File: src/rtl/alu_issue_pkg.sv
// Shared types for the ALU issue stage: ALU control codes, MIPS opcode/funct
// values and the registered issue entry handed to the ALU.
package alu_issue_pkg;

    localparam int ISSUE_DATA_W  = 32;
    localparam int ISSUE_RADDR_W = 5;
    localparam int ISSUE_CTRL_W  = 5;

    // ALU control codes; bit 4 is always zero.
    typedef enum logic [ISSUE_CTRL_W-1:0] {
        ALU_AND = 5'b0_0000,
        ALU_OR  = 5'b0_0001,
        ALU_ADD = 5'b0_0010,
        ALU_SUB = 5'b0_0110
    } alu_ctrl_e;

    localparam logic [5:0] OP_RTYPE = 6'h00;
    localparam logic [5:0] OP_BEQ   = 6'h04;
    localparam logic [5:0] OP_BNE   = 6'h05;
    localparam logic [5:0] OP_ADDI  = 6'h08;
    localparam logic [5:0] OP_ADDIU = 6'h09;
    localparam logic [5:0] OP_ANDI  = 6'h0C;
    localparam logic [5:0] OP_ORI   = 6'h0D;
    localparam logic [5:0] OP_LW    = 6'h23;
    localparam logic [5:0] OP_SW    = 6'h2B;

    localparam logic [5:0] F_ADD  = 6'h20;
    localparam logic [5:0] F_ADDU = 6'h21;
    localparam logic [5:0] F_SUB  = 6'h22;
    localparam logic [5:0] F_SUBU = 6'h23;
    localparam logic [5:0] F_AND  = 6'h24;
    localparam logic [5:0] F_OR   = 6'h25;

    typedef struct packed {
        logic [ISSUE_DATA_W-1:0]  data1;
        logic [ISSUE_DATA_W-1:0]  data2;
        alu_ctrl_e                ctrl;
        logic [ISSUE_RADDR_W-1:0] dest;
        logic                     illegal;
    } issue_entry_t;

endpackage

File: src/rtl/alu_issue_stage_if.sv
// Issue-stage bus: decode-side instruction/handshake, bypass inputs, flush and
// the ALU-side operand/handshake outputs. master = surrounding pipeline,
// slave = alu_issue_stage.
interface alu_issue_stage_if
    import alu_issue_pkg::*;
#(
    parameter int DATA_W  = ISSUE_DATA_W,
    parameter int RADDR_W = ISSUE_RADDR_W,
    parameter int CTRL_W  = ISSUE_CTRL_W
);
    logic               in_valid;
    logic               in_ready;
    logic [5:0]         opcode;
    logic [5:0]         funct;
    logic [15:0]        imm16;
    logic [RADDR_W-1:0] rs_addr;
    logic [RADDR_W-1:0] rt_addr;
    logic [DATA_W-1:0]  rs_data;
    logic [DATA_W-1:0]  rt_data;
    logic [RADDR_W-1:0] dest_addr;
    logic               fwd_ex_valid;
    logic [RADDR_W-1:0] fwd_ex_addr;
    logic [DATA_W-1:0]  fwd_ex_data;
    logic               fwd_mem_valid;
    logic [RADDR_W-1:0] fwd_mem_addr;
    logic [DATA_W-1:0]  fwd_mem_data;
    logic               flush;
    logic               out_valid;
    logic               out_ready;
    logic [DATA_W-1:0]  data1;
    logic [DATA_W-1:0]  data2;
    logic [CTRL_W-1:0]  alu_control;
    logic [RADDR_W-1:0] out_dest;
    logic               illegal;

    modport master (
        output in_valid, opcode, funct, imm16, rs_addr, rt_addr, rs_data, rt_data,
               dest_addr, fwd_ex_valid, fwd_ex_addr, fwd_ex_data, fwd_mem_valid,
               fwd_mem_addr, fwd_mem_data, flush, out_ready,
        input  in_ready, out_valid, data1, data2, alu_control, out_dest, illegal
    );

    modport slave (
        input  in_valid, opcode, funct, imm16, rs_addr, rt_addr, rs_data, rt_data,
               dest_addr, fwd_ex_valid, fwd_ex_addr, fwd_ex_data, fwd_mem_valid,
               fwd_mem_addr, fwd_mem_data, flush, out_ready,
        output in_ready, out_valid, data1, data2, alu_control, out_dest, illegal
    );

endinterface

File: src/rtl/alu_issue_decode.sv
// Combinational opcode/funct decode: ALU control code, whether rt supplies the
// second operand, the extended immediate, and the unsupported-instruction flag.
module alu_issue_decode
    import alu_issue_pkg::*;
(
    input  logic [5:0]              opcode,
    input  logic [5:0]              funct,
    input  logic [15:0]             imm16,
    output alu_ctrl_e               ctrl,
    output logic                    use_rt,
    output logic [ISSUE_DATA_W-1:0] imm_ext,
    output logic                    illegal
);

    logic sign_ext;

    // Arithmetic/address immediates are sign-extended, logical ones zero-extended.
    function automatic logic [ISSUE_DATA_W-1:0] extend_imm(input logic [15:0] imm,
                                                           input logic        sgn);
        logic signed [15:0] imm_s;
        imm_s = imm;
        if (sgn)
            return {{(ISSUE_DATA_W-16){imm_s[15]}}, imm_s};
        else
            return {{(ISSUE_DATA_W-16){1'b0}}, imm};
    endfunction

    // Instruction class decode; anything unrecognised falls back to AND and flags illegal.
    always_comb begin
        ctrl     = ALU_AND;
        use_rt   = 1'b0;
        sign_ext = 1'b0;
        illegal  = 1'b0;
        case (opcode)
            OP_RTYPE: begin
                use_rt = 1'b1;
                case (funct)
                    F_AND:         ctrl = ALU_AND;
                    F_OR:          ctrl = ALU_OR;
                    F_ADD, F_ADDU: ctrl = ALU_ADD;
                    F_SUB, F_SUBU: ctrl = ALU_SUB;
                    default:       illegal = 1'b1;
                endcase
            end
            OP_ADDI, OP_ADDIU, OP_LW, OP_SW: begin
                ctrl     = ALU_ADD;
                sign_ext = 1'b1;
            end
            OP_ANDI: ctrl = ALU_AND;
            OP_ORI:  ctrl = ALU_OR;
            OP_BEQ, OP_BNE: begin
                ctrl   = ALU_SUB;
                use_rt = 1'b1;
            end
            default: illegal = 1'b1;
        endcase
        if (illegal) begin
            ctrl   = ALU_AND;
            use_rt = 1'b0;
        end
    end

    assign imm_ext = extend_imm(imm16, sign_ext);

endmodule

File: src/rtl/alu_issue_stage.sv
// Execute-issue stage ahead of the ALU: decodes the instruction, selects and
// forwards operands, and registers them behind a valid/ready handshake with
// flush. Define ALU_ISSUE_SKID_EN to add a second (skid) entry and make
// in_ready a registered output.
module alu_issue_stage
    import alu_issue_pkg::*;
#(
    parameter int DATA_W  = ISSUE_DATA_W,
    parameter int RADDR_W = ISSUE_RADDR_W,
    parameter int CTRL_W  = ISSUE_CTRL_W
)(
    input logic              clk,
    input logic              rst_n,
    alu_issue_stage_if.slave bus
);

    alu_ctrl_e              dec_ctrl;
    logic                   dec_use_rt;
    logic [DATA_W-1:0]      dec_imm;
    logic                   dec_illegal;
    logic [DATA_W-1:0]      rs_val;
    logic [DATA_W-1:0]      rt_val;
    issue_entry_t           next_entry;
    issue_entry_t           out_p0;
    logic                   vld_p0;
    logic                   in_ready_w;
    logic                   load;
    logic                   xfer;

    alu_issue_decode u_decode (
        .opcode  (bus.opcode),
        .funct   (bus.funct),
        .imm16   (bus.imm16),
        .ctrl    (dec_ctrl),
        .use_rt  (dec_use_rt),
        .imm_ext (dec_imm),
        .illegal (dec_illegal)
    );

    // Register 0 is hard-wired zero; the youngest producer (EX) beats MEM, MEM beats the register file.
    function automatic logic [DATA_W-1:0] pick_operand(
        input logic [RADDR_W-1:0] addr,
        input logic [DATA_W-1:0]  rf_data,
        input logic               ex_v,
        input logic [RADDR_W-1:0] ex_a,
        input logic [DATA_W-1:0]  ex_d,
        input logic               mem_v,
        input logic [RADDR_W-1:0] mem_a,
        input logic [DATA_W-1:0]  mem_d
    );
        if (addr == '0)
            return '0;
        else if (ex_v && (ex_a == addr))
            return ex_d;
        else if (mem_v && (mem_a == addr))
            return mem_d;
        else
            return rf_data;
    endfunction

    // Build the entry that a load would capture this cycle.
    always_comb begin
        rs_val = pick_operand(bus.rs_addr, bus.rs_data,
                              bus.fwd_ex_valid, bus.fwd_ex_addr, bus.fwd_ex_data,
                              bus.fwd_mem_valid, bus.fwd_mem_addr, bus.fwd_mem_data);
        rt_val = bus.rt_data;
        if (dec_use_rt)
            rt_val = pick_operand(bus.rt_addr, bus.rt_data,
                                  bus.fwd_ex_valid, bus.fwd_ex_addr, bus.fwd_ex_data,
                                  bus.fwd_mem_valid, bus.fwd_mem_addr, bus.fwd_mem_data);
        next_entry = '0;
        if (dec_illegal) begin
            next_entry.illegal = 1'b1;
            next_entry.ctrl    = ALU_AND;
        end else begin
            next_entry.data1 = rs_val;
            next_entry.data2 = dec_use_rt ? rt_val : dec_imm;
            next_entry.ctrl  = dec_ctrl;
            next_entry.dest  = bus.dest_addr;
        end
    end

    assign xfer = vld_p0 && bus.out_ready;
    assign load = bus.in_valid && in_ready_w;

`ifdef ALU_ISSUE_SKID_EN
    issue_entry_t skid_p1;
    logic         skid_vld_p1;

    assign in_ready_w = !skid_vld_p1;

    // Output entry plus skid: the skid refills the output on transfer, so order is kept.
    always_ff @(posedge clk or negedge rst_n) begin
        if (!rst_n) begin
            vld_p0      <= 1'b0;
            out_p0      <= '0;
            skid_vld_p1 <= 1'b0;
            skid_p1     <= '0;
        end else if (bus.flush) begin
            vld_p0      <= 1'b0;
            skid_vld_p1 <= 1'b0;
        end else if (xfer) begin
            if (skid_vld_p1) begin
                out_p0      <= skid_p1;
                skid_vld_p1 <= 1'b0;
            end else if (load) begin
                out_p0 <= next_entry;
            end else begin
                vld_p0 <= 1'b0;
            end
        end else if (load) begin
            if (vld_p0) begin
                skid_p1     <= next_entry;
                skid_vld_p1 <= 1'b1;
            end else begin
                out_p0 <= next_entry;
                vld_p0 <= 1'b1;
            end
        end
    end
`else
    assign in_ready_w = !vld_p0 || bus.out_ready;

    // Single output entry: load when ready, hold while stalled, drop valid on a bare transfer.
    always_ff @(posedge clk or negedge rst_n) begin
        if (!rst_n) begin
            vld_p0 <= 1'b0;
            out_p0 <= '0;
        end else if (bus.flush) begin
            vld_p0 <= 1'b0;
        end else if (load) begin
            vld_p0 <= 1'b1;
            out_p0 <= next_entry;
        end else if (xfer) begin
            vld_p0 <= 1'b0;
        end
    end
`endif

    assign bus.in_ready    = in_ready_w;
    assign bus.out_valid   = vld_p0;
    assign bus.data1       = out_p0.data1;
    assign bus.data2       = out_p0.data2;
    assign bus.alu_control = CTRL_W'(out_p0.ctrl);
    assign bus.out_dest    = out_p0.dest;
    assign bus.illegal     = out_p0.illegal;

endmodule

File: src/flat_wrapper.sv
// flat-port wrapper written by rule: the top's interface ports become plain ports
module alu_issue_stage_flat import alu_issue_pkg::*;
#(
    parameter int DATA_W  = ISSUE_DATA_W,
    parameter int RADDR_W = ISSUE_RADDR_W,
    parameter int CTRL_W  = ISSUE_CTRL_W
)
  (clk, rst_n, bus_in_valid, bus_opcode, bus_funct, bus_imm16, bus_rs_addr, bus_rt_addr, bus_rs_data, bus_rt_data, bus_dest_addr, bus_fwd_ex_valid, bus_fwd_ex_addr, bus_fwd_ex_data, bus_fwd_mem_valid, bus_fwd_mem_addr, bus_fwd_mem_data, bus_flush, bus_out_ready, bus_in_ready, bus_out_valid, bus_data1, bus_data2, bus_alu_control, bus_out_dest, bus_illegal);
  alu_issue_stage_if #(.DATA_W(DATA_W), .RADDR_W(RADDR_W), .CTRL_W(CTRL_W)) bus_i ();
  input logic clk;
  input logic rst_n;
  input wire logic [$bits(bus_i.in_valid)-1:0] bus_in_valid;
  input wire logic [$bits(bus_i.opcode)-1:0] bus_opcode;
  input wire logic [$bits(bus_i.funct)-1:0] bus_funct;
  input wire logic [$bits(bus_i.imm16)-1:0] bus_imm16;
  input wire logic [$bits(bus_i.rs_addr)-1:0] bus_rs_addr;
  input wire logic [$bits(bus_i.rt_addr)-1:0] bus_rt_addr;
  input wire logic [$bits(bus_i.rs_data)-1:0] bus_rs_data;
  input wire logic [$bits(bus_i.rt_data)-1:0] bus_rt_data;
  input wire logic [$bits(bus_i.dest_addr)-1:0] bus_dest_addr;
  input wire logic [$bits(bus_i.fwd_ex_valid)-1:0] bus_fwd_ex_valid;
  input wire logic [$bits(bus_i.fwd_ex_addr)-1:0] bus_fwd_ex_addr;
  input wire logic [$bits(bus_i.fwd_ex_data)-1:0] bus_fwd_ex_data;
  input wire logic [$bits(bus_i.fwd_mem_valid)-1:0] bus_fwd_mem_valid;
  input wire logic [$bits(bus_i.fwd_mem_addr)-1:0] bus_fwd_mem_addr;
  input wire logic [$bits(bus_i.fwd_mem_data)-1:0] bus_fwd_mem_data;
  input wire logic [$bits(bus_i.flush)-1:0] bus_flush;
  input wire logic [$bits(bus_i.out_ready)-1:0] bus_out_ready;
  output wire logic [$bits(bus_i.in_ready)-1:0] bus_in_ready;
  output wire logic [$bits(bus_i.out_valid)-1:0] bus_out_valid;
  output wire logic [$bits(bus_i.data1)-1:0] bus_data1;
  output wire logic [$bits(bus_i.data2)-1:0] bus_data2;
  output wire logic [$bits(bus_i.alu_control)-1:0] bus_alu_control;
  output wire logic [$bits(bus_i.out_dest)-1:0] bus_out_dest;
  output wire logic [$bits(bus_i.illegal)-1:0] bus_illegal;
  assign bus_i.in_valid = bus_in_valid;
  assign bus_i.opcode = bus_opcode;
  assign bus_i.funct = bus_funct;
  assign bus_i.imm16 = bus_imm16;
  assign bus_i.rs_addr = bus_rs_addr;
  assign bus_i.rt_addr = bus_rt_addr;
  assign bus_i.rs_data = bus_rs_data;
  assign bus_i.rt_data = bus_rt_data;
  assign bus_i.dest_addr = bus_dest_addr;
  assign bus_i.fwd_ex_valid = bus_fwd_ex_valid;
  assign bus_i.fwd_ex_addr = bus_fwd_ex_addr;
  assign bus_i.fwd_ex_data = bus_fwd_ex_data;
  assign bus_i.fwd_mem_valid = bus_fwd_mem_valid;
  assign bus_i.fwd_mem_addr = bus_fwd_mem_addr;
  assign bus_i.fwd_mem_data = bus_fwd_mem_data;
  assign bus_i.flush = bus_flush;
  assign bus_i.out_ready = bus_out_ready;
  assign bus_in_ready = bus_i.in_ready;
  assign bus_out_valid = bus_i.out_valid;
  assign bus_data1 = bus_i.data1;
  assign bus_data2 = bus_i.data2;
  assign bus_alu_control = bus_i.alu_control;
  assign bus_out_dest = bus_i.out_dest;
  assign bus_illegal = bus_i.illegal;
  alu_issue_stage #(.DATA_W(DATA_W), .RADDR_W(RADDR_W), .CTRL_W(CTRL_W)) u_core (.clk(clk), .rst_n(rst_n), .bus(bus_i));
endmodule
File: config.mk
export PLATFORM = sky130hd
export DESIGN_NAME = alu_issue_stage_flat
export DESIGN_NICKNAME = d
export VERILOG_FILES = /design/src/rtl/alu_issue_pkg.sv /design/src/rtl/alu_issue_stage_if.sv /design/src/rtl/alu_issue_decode.sv /design/src/rtl/alu_issue_stage.sv /design/src/flat_wrapper.sv
export SDC_FILE = /design/constraint.sdc
export NUM_CORES = 1
export LEC_CHECK = 0
export CORE_ASPECT_RATIO = 1.25
export CORE_UTILIZATION = 39
export CTS_CLUSTER_SIZE = 8
export DETAILED_ROUTE_END_ITERATION = 10
export PLACE_DENSITY = 0.81
export SETUP_SLACK_MARGIN = 0.4
export SYNTH_ARGS = -nofsm -noshare
export SYNTH_HDL_FRONTEND = slang
export SYNTH_SLANG_ARGS = --single-unit
File: constraint.sdc
create_clock -name clk -period 1.89 [get_ports clk]
set_input_delay 0.378 -clock clk [delete_from_list [all_inputs] [get_ports clk]]
set_output_delay 0.378 -clock clk [all_outputs]
set_load 0.005 [all_outputs]
==> results_tabular.tex <==
\begin{tabular}{lr}
\hline
Metric & Value \\
\hline
\multicolumn{2}{l}{\textbf{Layout}} \\
\quad Register area & approximately 1900 um2 \\
\quad Area growth from synthesis to final layout & 121\% \\
\quad Post-layout net count & 1050 \\
\quad Count of fill cells added during filler insertion & 412 \\
\quad Area of combinational cells with multiple inputs & around 4000 um2 \\
\quad Fraction of layout instances using a drive strength above 1 & approximately 37\% \\
\multicolumn{2}{l}{\textbf{Critical path}} \\
\quad Worst R2R Start & u\_core.bus.out\_valid \\
\quad Cell repeated most along the worst path & sky130\_fd\_sc\_hd\_\_buf\_12 \\
\quad Register-to-Register Setup Slack & -0.41 ns \\
\quad Number of logic stages on the critical path including buffering & 10 \\
\quad Critical path destination & u\_core.bus.data1[2] \\
\quad Data required, critical path & 2.10 ns \\
\quad Arrival time at the worst endpoint & about 2.6 ns \\
\quad Count of buffer and inverter cells on the critical path & 5 \\
\quad Critical path class & primary input to flop \\
\quad Worst path top cell family by delay & buffers and inverters \\
\quad Reg2reg end & u\_core.bus.data1[2] \\
\quad Startpoint type of the worst setup path & primary input \\
\quad Sequence of cells on the critical path & clkdlybuf4s15\_1 > xor2\_1 > nor4\_2 > buf\_4 > and3\_4 > nand3\_4 > buf\_12 > buf\_12 > buf\_16 > o221ai\_2 \\
\quad Cell with the biggest individual delay on the critical path & sky130\_fd\_sc\_hd\_\_o221ai\_2 \\
\quad Setup crit end kind & flop \\
\quad Number of cell instances on the worst register-to-register path & 9 \\
\quad Critical path origin & bus\_rs\_addr[1] \\
\quad Highest cell delay on the worst timing path & 0.36 ns \\
\quad Max FO, Critical Path & 6 \\
\multicolumn{2}{l}{\textbf{Global routing}} \\
\quad Maximum number of pins on one net before global-route repair & 47 \\
\quad Antenna violations before repair & 3 \\
\quad Wire length of the first global-routing pass & $\sim$39 mm \\
\quad Remaining Overflow, GRT & 0 \\
\quad Via count of the first global-routing pass & 6915 \\
\quad GRT Overall Usage & 41.6\% \\
\multicolumn{2}{l}{\textbf{Timing}} \\
\quad Max\_slew headroom & a little under three fifths \\
\quad Ratio of final minimum period to clock period & 124\% \\
\quad Setup repair after global routing missed its margin & yes \\
\quad Min setup slack post-route & -0.450 ns \\
\quad Setup Skew & between 0.007 and 0.008 ns \\
\quad Fmax achieved & 427 MHz \\
\quad Time the final worst path needs with I/O delays and setup & 2.34 ns \\
\quad Number of max-slew violations in the final report & 0 \\
\quad Number of endpoints failing setup at the final stage & 72 \\
\quad Hold violation count in the final report & 0 \\
\quad Tightest Pin Transition & 0.657 ns \\
\multicolumn{2}{l}{\textbf{Clock network}} \\
\quad Worst-path clk slew & 0.07 ns \\
\quad Depth of the CTS H-tree & 3 \\
\quad Max Buffers Root-to-Sink & 2 \\
\quad Clock latency reported for the late side of the worst-skew pair & 0.35 ns \\
\quad Num CTS Buffers & 9 \\
\quad CTS tree & built \\
\quad Buffer type at the clock tree root & sky130\_fd\_sc\_hd\_\_clkbuf\_16 \\
\quad Clk sinks & 74 \\
\multicolumn{2}{l}{\textbf{Run status}} \\
\quad Run status & finished, violations left \\
\quad Failing checks & negative setup slack \\
\multicolumn{2}{l}{\textbf{Yosys}} \\
\quad Cell area after synthesis & between 4000 and 5000 um2 \\
\quad Most instantiated flip-flop cell in the synthesis netlist & sky130\_fd\_sc\_hd\_\_dfrtp\_1 \\
\quad Top cells by area in the synthesized netlist & sky130\_fd\_sc\_hd\_\_dfrtp\_1 39\%, sky130\_fd\_sc\_hd\_\_mux2i\_1 6.5\%, sky130\_fd\_sc\_hd\_\_a221oi\_1 5.9\%, sky130\_fd\_sc\_hd\_\_o31ai\_1 5.1\%, sky130\_fd\_sc\_hd\_\_and3\_1 4.9\% \\
\quad Cell with the most instances after synthesis & sky130\_fd\_sc\_hd\_\_dfrtp\_1 \\
\quad Number of synthesized register bits & 74 \\
\quad Warnings, synthesis & 0 \\
\quad Share of the synthesized area in compound gates (AO/OA/AOI/OAI) & 26.4\% \\
\quad Leading post-synthesis cells by instance count & 74 x sky130\_fd\_sc\_hd\_\_dfrtp\_1, 43 x sky130\_fd\_sc\_hd\_\_nor2\_1, 41 x sky130\_fd\_sc\_hd\_\_nand2\_1 \\
\quad Share of the yosys chip area belonging to registers & 39.0\% \\
\quad Mapped Avg Cell Area & 9.36 um2 \\
\quad Cell taking the most area after synthesis & sky130\_fd\_sc\_hd\_\_dfrtp\_1 \\
\quad Top-area cell type share of the netlist area & about 39\% \\
\quad Largest family of logic cells by synthesized area & compound AO/OA/AOI/OAI gates \\
\quad Adder and majority cell fraction of the synthesized area & 0\% \\
\quad Multiplexer share of the synthesized area & 6.53\% \\
\quad Synth unique cells & 49 \\
\quad Post-synthesis simple-gate area fraction & 16.2\% \\
\quad Number of enable flip-flop cells after synthesis & 0 \\
\quad Parity-gate share of the synthesized area counting xor and xnor cells & around 3.7\% \\
\quad Async S/R FF share, synth & 100\% \\
\quad Gate Count Post-Synth & approximately 500 \\
\multicolumn{2}{l}{\textbf{Placed design}} \\
\quad Routability-driven placement congestion ratio & 0.870 \\
\quad Count of buffers from port buffering & 262 \\
\quad HPWL after DPL & 15.0 mm \\
\quad Pre-CTS setup slack & -0.680 ns \\
\multicolumn{2}{l}{\textbf{Routing}} \\
\quad Number of vias after detailed routing & 6924 \\
\quad Average vias per placed instance & 6.73 \\
\quad Number of violations reported at the end of detailed-routing iteration 0 & 758 \\
\quad Post-route antenna net violation count & 0 \\
\quad TritonRoute pass-1 iters & 8 \\
\quad Average routed wire per standard cell & around 31 um \\
\quad DRC violations left & 0 \\
\quad Final wirelength & about 32 mm \\
\multicolumn{2}{l}{\textbf{Power and ir drop}} \\
\quad Total leakage power & 0.00465 uW \\
\quad Post-layout total power & 4960 uW \\
\quad Worst vdd rail ir drop & 633 uV \\
\quad PwrDens & between 400 and 500 nW/um2 \\
\multicolumn{2}{l}{\textbf{Die}} \\
\quad Total number of placement rows & between 40 and 50 \\
\quad Starting utilization of the core area & 40.5\% \\
\quad Vertical extent of the die & 125 um \\
\quad Die extent in x & 101 um \\
\quad Die Area & roughly 13000 um2 \\
\quad Placeable core region & 11700 um2 \\
\quad Number of ports placed on the die boundary & 265 \\
\multicolumn{2}{l}{\textbf{Job}} \\
\quad Max\_cap viols & 0 \\
\multicolumn{2}{l}{\textbf{Min path}} \\
\quad Type of the tightest min-delay check & primary input to flop \\
\hline
\end{tabular}
==> power by group <==
group	leakage, uW	internal [uW]	switching (uW)
registers	0.00102	1650	52.4
logic	0.00351	817	762
clock network	0.000128	920	751
total	0.00465	3390	1570
==> cell families after synthesis <==
logic type | after synthesis
compound gates | 151
xor+xnor | 20
buf+inv | 81
flops | 74
mux | 31
other cells | 1
simple gates | 150
==> worst register-to-register path, cell delays in order, from the launching register on <==
cell and delay [ns]:
sky130_fd_sc_hd__dfrtp_1 0.41, sky130_fd_sc_hd__nand2b_4 0.11, sky130_fd_sc_hd__nand2_4 0.08, sky130_fd_sc_hd__buf_6 0.13, sky130_fd_sc_hd__nor4_4 0.41, sky130_fd_sc_hd__nand3_4 0.21
sky130_fd_sc_hd__buf_12 0.20, sky130_fd_sc_hd__buf_12 0.12, sky130_fd_sc_hd__buf_16 0.14, sky130_fd_sc_hd__o221ai_2 0.36
==> metal layers <==
| metal | global-route usage [%] | part of all wire, % | vias up |
|---|---|---|---|
| li1 | - | - | 2627 |
| met5 | 0 | 0.034 | - |
| met2 | 69.8 | 46 | 696 |
| met1 | 43.7 | 32 | 3305 |
| met4 | 30.3 | 9.5 | 2 |
| met3 | 12.3 | 12 | 294 |
==> registers in the layout, summed over array words and instances (netlist names) <==
register,flops
u_core.bus.alu_control,3
u_core.bus.data1,32
u_core.bus.data2,32
u_core.bus.illegal,1
u_core.bus.out_dest,5
u_core.bus.out_valid,1
==> placed cells by master, fill, tap and decap left out, drive strengths merged, types with 2 or more instances in the layout <==
| master | instances |
|---|---|
| nor4 | 5 |
| dlygate4sd2 | 83 |
| nor2 | 43 |
| a22o | 6 |
| xor2 | 12 |
| nand2 | 41 |
| clkdlybuf4s50 | 153 |
| buf | 142 |
| nand3 | 6 |
| clkbuf | 13 |
| clkinvlp | 2 |
| o221ai | 31 |
| nand2b | 2 |
| a22oi | 16 |
| and3 | 37 |
| o31ai | 32 |
| clkdlybuf4s15 | 7 |
| a21oi | 20 |
| nor3 | 6 |
| inv | 34 |
| a221oi | 32 |
| mux2i | 31 |
| xnor2 | 8 |
| nor3b | 2 |
| clkinv | 2 |
| a31oi | 3 |
| or3b | 2 |
| a211oi | 2 |
| conb | 2 |
| dfrtp | 74 |
| o21ai | 4 |
| diode | 2 |
==> metrics by stage <==
stage               util (%)  cell area, um2  TNS, ns  hold slack [ns]  instances
global route            89.8           10500   -15.91            0.410       1029
finish                  89.8           10500   -10.33            0.397       1029
CTS                     85.1            9980  -0.0390            0.395       1020
global placement        69.2            8110   -37.43            0.334        951
floorplan                  -            4970    -4.89           0.0824        509
detailed placement      69.2            8110   -40.60            0.341        951
==> area by class of cell <==
type                            instances  area share [%]
Antenna cell                            2          0.0475
Clock buffer                           11            2.31
Clock inverter                          4           0.273
Inverter                               34            1.21
Multi-Input combinational cell        354            37.7
Sequential cell                        74            17.6
Tap cell                              161            1.91
Timing Repair Buffer                  389            38.9
==> what timing repair did <==
action / 4_1_cts / 5_1_grt
setup buffers: 40 / 6
cloned: 13 / 1
hold buffers: 1 / 0
pin swaps: 52 / 33
endpoints found under the setup margin: 148 / 73
gates resized for setup: 343 / 81
endpoints found under the hold margin: 28 / 0
==> how the worst min path moves through the flow <==
stage	start	to	slack (ns)	depth (start not counted)
2_1_floorplan	rst_n	u_core.bus.alu_control[0]	0.08	0
3_3_place_gp	rst_n	u_core.bus.data1[28]	0.33	1
3_5_place_dp	rst_n	u_core.bus.data1[28]	0.34	1
4_1_cts	bus_flush	u_core.bus.out_valid	0.40	2
5_1_grt	bus_flush	u_core.bus.out_valid	0.41	2
6_report	bus_flush	u_core.bus.out_valid	0.40	2
Power figures use the tool's default switching activity.
